[src/rtl/vedic_pkg.sv]
// Shared constants for the Vedic multiplier pipeline: stage count, latency
// and the legal operand-width check used at elaboration.
package vedic_pkg;

  localparam int unsigned VEDIC_STAGES  = 3;
  localparam int unsigned VEDIC_LATENCY = VEDIC_STAGES;

  function automatic bit width_legal(input int unsigned w);
    return (w == 4) || (w == 8) || (w == 16) || (w == 32);
  endfunction

endpackage

[src/rtl/vedic_nxn.sv]
// Combinational recursive Urdhva-Tiryagbhyam multiplier, N x N unsigned,
// built from four N/2 x N/2 products down to a 2x2 leaf.
module vedic_nxn #(
  parameter int unsigned N = 2
) (
  input  logic [N-1:0]   a,
  input  logic [N-1:0]   b,
  output logic [2*N-1:0] p
);

  localparam int unsigned H = N / 2;

  if (N == 2) begin : g_leaf
    logic [1:0] w_cross;
    always_comb begin
      w_cross = {1'b0, a[1] & b[0]} + {1'b0, a[0] & b[1]};
      p       = {1'b0, a[1] & b[1], 2'b00} + {1'b0, w_cross, 1'b0}
              + {3'b000, a[0] & b[0]};
    end
  end else begin : g_rec
    logic [N-1:0] w_ll, w_hl, w_lh, w_hh;
    logic [N:0]   w_mid;

    vedic_nxn #(.N(H)) u_ll (.a(a[H-1:0]), .b(b[H-1:0]), .p(w_ll));
    vedic_nxn #(.N(H)) u_hl (.a(a[N-1:H]), .b(b[H-1:0]), .p(w_hl));
    vedic_nxn #(.N(H)) u_lh (.a(a[H-1:0]), .b(b[N-1:H]), .p(w_lh));
    vedic_nxn #(.N(H)) u_hh (.a(a[N-1:H]), .b(b[N-1:H]), .p(w_hh));

    // Vertical terms concatenate without overlap; only the crosswise sum adds.
    always_comb begin
      w_mid = {1'b0, w_hl} + {1'b0, w_lh};
      p     = {w_hh, w_ll} + {{(H-1){1'b0}}, w_mid, {H{1'b0}}};
    end
  end

endmodule

[src/rtl/vedic_mult_pipe.sv]
// Three-stage signed/unsigned Vedic multiplier: magnitudes, partial products,
// summed and sign-corrected product; one global stall enable for all stages.
module vedic_mult_pipe
  import vedic_pkg::*;
#(
  parameter int unsigned WIDTH = 8,
  parameter int unsigned TAG_W = 4
) (
  input  logic               clk,
  input  logic               rst,
  input  logic               in_valid,
  output logic               in_ready,
  input  logic               in_signed,
  input  logic [WIDTH-1:0]   a,
  input  logic [WIDTH-1:0]   b,
  input  logic [TAG_W-1:0]   in_tag,
  output logic               out_valid,
  input  logic               out_ready,
  output logic [2*WIDTH-1:0] p,
  output logic [TAG_W-1:0]   out_tag
);

  localparam int unsigned H = WIDTH / 2;

  if (!width_legal(WIDTH)) begin : g_bad_width
    $error("vedic_mult_pipe: WIDTH must be 4, 8, 16 or 32");
  end

  logic               w_en;
  logic               w_a_neg, w_b_neg;
  logic [WIDTH-1:0]   w_ma, w_mb;
  logic [WIDTH-1:0]   w_q0, w_q1, w_q2, w_q3;
  logic [2*WIDTH-1:0] w_sum, w_prod;

  logic               r_v1, r_v2, r_v3;
  logic [WIDTH-1:0]   r_ma, r_mb;
  logic               r_neg1, r_neg2;
  logic [TAG_W-1:0]   r_tag1, r_tag2, r_tag3;
  logic [WIDTH-1:0]   r_q0, r_q1, r_q2, r_q3;
  logic [2*WIDTH-1:0] r_p;

  assign w_en      = !r_v3 || out_ready;
  assign in_ready  = w_en;
  assign out_valid = r_v3;
  assign p         = r_p;
  assign out_tag   = r_tag3;

  // -2^(WIDTH-1) negates to itself, which reads correctly as an unsigned magnitude.
  always_comb begin
    w_a_neg = in_signed & a[WIDTH-1];
    w_b_neg = in_signed & b[WIDTH-1];
    w_ma    = w_a_neg ? -a : a;
    w_mb    = w_b_neg ? -b : b;
  end

  vedic_nxn #(.N(H)) u_q0 (.a(r_ma[H-1:0]),     .b(r_mb[H-1:0]),     .p(w_q0));
  vedic_nxn #(.N(H)) u_q1 (.a(r_ma[WIDTH-1:H]), .b(r_mb[H-1:0]),     .p(w_q1));
  vedic_nxn #(.N(H)) u_q2 (.a(r_ma[H-1:0]),     .b(r_mb[WIDTH-1:H]), .p(w_q2));
  vedic_nxn #(.N(H)) u_q3 (.a(r_ma[WIDTH-1:H]), .b(r_mb[WIDTH-1:H]), .p(w_q3));

  always_comb begin
    w_sum  = {r_q3, r_q0}
           + {{H{1'b0}}, r_q1, {H{1'b0}}}
           + {{H{1'b0}}, r_q2, {H{1'b0}}};
    w_prod = r_neg2 ? -w_sum : w_sum;
  end

  always_ff @(posedge clk or posedge rst) begin
    if (rst) begin
      r_v1   <= 1'b0;
      r_v2   <= 1'b0;
      r_v3   <= 1'b0;
      r_ma   <= '0;
      r_mb   <= '0;
      r_neg1 <= 1'b0;
      r_neg2 <= 1'b0;
      r_tag1 <= '0;
      r_tag2 <= '0;
      r_tag3 <= '0;
      r_q0   <= '0;
      r_q1   <= '0;
      r_q2   <= '0;
      r_q3   <= '0;
      r_p    <= '0;
    end else if (w_en) begin
      r_v1   <= in_valid;
      r_ma   <= w_ma;
      r_mb   <= w_mb;
      r_neg1 <= w_a_neg ^ w_b_neg;
      r_tag1 <= in_tag;
      r_v2   <= r_v1;
      r_q0   <= w_q0;
      r_q1   <= w_q1;
      r_q2   <= w_q2;
      r_q3   <= w_q3;
      r_neg2 <= r_neg1;
      r_tag2 <= r_tag1;
      r_v3   <= r_v2;
      r_p    <= w_prod;
      r_tag3 <= r_tag2;
    end
  end

endmodule

[config.mk]
export PLATFORM = sky130hd
export DESIGN_NAME = vedic_mult_pipe
export DESIGN_NICKNAME = d
export VERILOG_FILES = /design/src/rtl/vedic_pkg.sv /design/src/rtl/vedic_nxn.sv /design/src/rtl/vedic_mult_pipe.sv
export SDC_FILE = /design/constraint.sdc
export NUM_CORES = 1
export LEC_CHECK = 0
export BUFFER_PORTS_ARGS = -buffer_cell sky130_fd_sc_hd__buf_4
export CAP_MARGIN = 20
export CELL_PAD_IN_SITES_DETAIL_PLACEMENT = 2
export CELL_PAD_IN_SITES_GLOBAL_PLACEMENT = 2
export CORE_ASPECT_RATIO = 0.8
export CORE_MARGIN = 2
export CORE_UTILIZATION = 41
export DETAILED_ROUTE_END_ITERATION = 10
export PLACE_DENSITY_LB_ADDON = 0.3
export SYNTH_ARGS = -nofsm -noshare
export SYNTH_HDL_FRONTEND = slang
export SYNTH_HIERARCHICAL = 1
export SYNTH_SLANG_ARGS = --single-unit
[constraint.sdc]
create_clock -name clk -period 4.8 [get_ports clk]
set_clock_uncertainty 0.1 [all_clocks]
set_input_delay 0.24 -clock clk [delete_from_list [all_inputs] [get_ports clk]]
set_output_delay 0.24 -clock clk [all_outputs]
set_load 0.005 [all_outputs]
==> flow_metrics.env <==
export IMPL_status="complete, no violations"
export IMPL_pre_cts_ws_ps=1250
export IMPL_grt_total_usage=0.238
export IMPL_postSynthCellCount=702
export IMPL_dr_total_vias=5079
export IMPL_intPower_mw=2.63
export IMPL_drc=0
export IMPL_cts_sinks=81
export IMPL_cts_root_buf="clkbuf_16"
export IMPL_p_switching_mw=2.29
export IMPL_hold_path_class="in -> reg"
export IMPL_worst_ep_required_time_ps=4940
export IMPL_cap_violations=0
export IMPL_synth_avg_cell_area_sq_um=8.88
export IMPL_synth_main_ff_cell="dfrtp_1"
export IMPL_min_period_ps=3570
export IMPL_crit_chain="fa_1, ha_1, inv_1, fa_1, nand2b_1, a211oi_2, o21a_1, o2111ai_1, o41ai_2, xnor2_1, mux2_2"
export IMPL_postRouteAntennaNets=0
export IMPL_nFillCells=1644
export IMPL_clk_pin_slew_ps=70
export IMPL_dpl_instance_area_sq_um=6760
export IMPL_ys_ff_latch=81
export IMPL_p_leak_nw=3.78
export IMPL_final_max_slew_viol_count=0
export IMPL_syn_nets=823
export IMPL_antenna_found_initial=0
export IMPL_cts_buffers_inserted=9
export IMPL_hold_viol=0
export IMPL_clock_path_buffers=2
export IMPL_fin_hold_ws_ps=2.72
export IMPL_die_area_sq_um=16200
export IMPL_synth_cell_area_sq_um=6230
export IMPL_diodes=0
export IMPL_finalPower_mw=4.92
export IMPL_final_cell_mix="nand2_1, dfrtp_1, ha_1"
export IMPL_critical_path_class="reg -> reg"
export IMPL_clk_latency_ps=350
export IMPL_startpoint_type="register"
export IMPL_die_x_microns=142
export IMPL_crit_fanout=4
export IMPL_area_growth_pct=14.7
export IMPL_cpMaxStageDelayCell="fa_1"
export IMPL_cp_end_kind="register"
export IMPL_ys_warnings_count=6
export IMPL_wl_per_cell_microns=19.4
export IMPL_grt_ovfl_total=0
export IMPL_wirelength_mm=18.3
export IMPL_grt_max_degree=98
export IMPL_design_area_sq_um=7150
export IMPL_fmaxAchievable_ghz=0.280
export IMPL_fin_tns_setup_ps=0
export IMPL_fin_crit_sh=0.743
export IMPL_synth_edf_count=0
export IMPL_worstPathArrival_ps=3710
export IMPL_grt_pass1_vias=5907
export IMPL_p_seq_frac=0.253
export IMPL_yosysSeqAreaShare=0.325
export IMPL_tritoncts="done"
export IMPL_worst_pin_slew_ps=919
export IMPL_grt_pass1_wl_mm=30.2
export IMPL_powerDensity_nw_per_um2=688
export IMPL_layout_commonest_cell="nand2_1"
export IMPL_firstDrtPassIters=4
export IMPL_max_vdd_ir_drop_mv=0.226
export IMPL_slew_headroom=0.387
export IMPL_boundaryPins=47
export IMPL_cts_setup_buffers=0
export IMPL_dp_cells=918
export IMPL_setup_slack_ps=1230
export IMPL_ctsResizeCount=0
export IMPL_start_util=0.417
export IMPL_cp_slowest_stage_delay_ps=540
export IMPL_io_buffers=46
export IMPL_fin_cells=940
export IMPL_dp_hpwl_mm=13.2
export IMPL_htree_levels=3
export IMPL_p_sw_frac=0.466
export IMPL_crit_top_cell="fa_1"
export IMPL_ys_types=45
export IMPL_post_route_util=0.478
export IMPL_async_reset_ff_frac=1.00
export IMPL_drt_initial_drc_count=147
export IMPL_post_drt_via_cell_ratio=5.40
export IMPL_drive_above_1_share=0.121
export IMPL_combPwrFrac=0.593
export IMPL_rsz0062_at_grt="false"
export IMPL_place_congestion=0.810
export IMPL_pwr_share_clk=0.154
export IMPL_fp_dieH_microns=114
export IMPL_setup_viol=0
export IMPL_nets=867
export IMPL_fp_row_count=40
export IMPL_coreArea_sq_um=15000
export IMPL_hold_buffers=5
[critical path, delay by kind of cell (launching register included)]
kind,cells,cell delay (ps)
compound gates,4,1150
xor+xnor,1,110
fa+ha+maj,3,1160
buf+inv,1,70
flops,1,400
mux,1,270
simple gates,1,190
[power by group through the flow]
stage	clock network, mW	registers [mW]	logic [mW]
2_1_floorplan	0	1.14	2.06
3_3_place_gp	0	1.22	2.65
3_5_place_dp	0	1.25	2.84
4_1_cts	0.768	1.25	2.94
5_1_grt	0.795	1.29	3.28
6_report	0.757	1.25	2.92
[cell usage after synthesis, types with 4 or more instances]
cell type | n | area share
o21bai_1 | 4 | 0.0048
a21o_2 | 5 | 0.0070
nand2_1 | 179 | 0.11
a211oi_2 | 5 | 0.010
clkbuf_1 | 20 | 0.012
a31oi_1 | 4 | 0.0040
nand3_1 | 10 | 0.0080
nor2_1 | 20 | 0.012
dfrtp_1 | 81 | 0.33
a21o_1 | 18 | 0.022
a21oi_1 | 22 | 0.018
a21oi_2 | 5 | 0.0070
inv_1 | 33 | 0.020
xor2_1 | 16 | 0.022
o31ai_1 | 4 | 0.0048
o21ai_0 | 36 | 0.029
or3_1 | 4 | 0.0040
xnor2_1 | 39 | 0.055
fa_1 | 17 | 0.055
and2_1 | 64 | 0.064
ha_1 | 79 | 0.16
[registers in the layout, indices dropped and copies added, names as in the netlist]
name	cells
out_tag	4
out_valid	1
p	16
r_ma	8
r_mb	8
r_neg1	1
r_neg2	1
r_q0	8
r_q1	8
r_q2	8
r_q3	8
r_tag1	4
r_tag2	4
r_v1	1
r_v2	1
[kinds of logic (layout without fill, tap and decap cells)]
kind of cell,after synthesis,after routing,synth area share
muxes,5,5,0.00843
xor gates and xnor gates,55,55,0.0773
DFF,81,81,0.325
buffers and inverters,55,104,0.0333
and+or+nand+nor,295,295,0.217
AOI/OAI and AO/OA,115,115,0.126
adders and majority gates,96,96,0.213
[final timing paths]
kind / startpoint / end / slack [ps] / cells past startpoint
worst min-delay path: in_tag[2] / r_tag1[2]$_DFFE_PP0P_ / 3 / 3
worst max-delay path: r_q0[5]$_DFFE_PP0P_ / p[14]$_DFFE_PP0P_ / 1230 / 11
worst max register to register: r_q0[5]$_DFFE_PP0P_ / p[14]$_DFFE_PP0P_ / 1230 / 11
worst min register to register: r_tag2[0]$_DFFE_PP0P_ / r_tag2[0]$_DFFE_PP0P_ / 370 / 2
max in group asynchronous: rst / r_mb[6]$_DFFE_PP0P_ / 3150 / 4
min in group asynchronous: rst / p[15]$_DFFE_PP0P_ / 370 / 3
[per-layer routing]
| layer | GRT usage | share of wire | up-vias |
|---|---|---|---|
| li1 | - | - | 2425 |
| met1 | 0.283 | 0.44 | 2576 |
| met2 | 0.449 | 0.52 | 53 |
| met3 | 0.0347 | 0.016 | 25 |
| met4 | 0.0660 | 0.017 | 0 |
| met5 | 0 | 0 | - |
[area by class of cell]
class                           count  area, sq um  share of cell area
Clock buffer                        9          225              0.0315
Inverter                           34          129              0.0180
Sequential cell                    81         2030               0.284
Timing Repair Buffer               54          430              0.0602
Clock inverter                      7         93.8              0.0131
Tap cell                          189          236              0.0331
Multi-Input combinational cell    566         4010               0.561
Note: power is estimated with default switching activity, not from simulation.
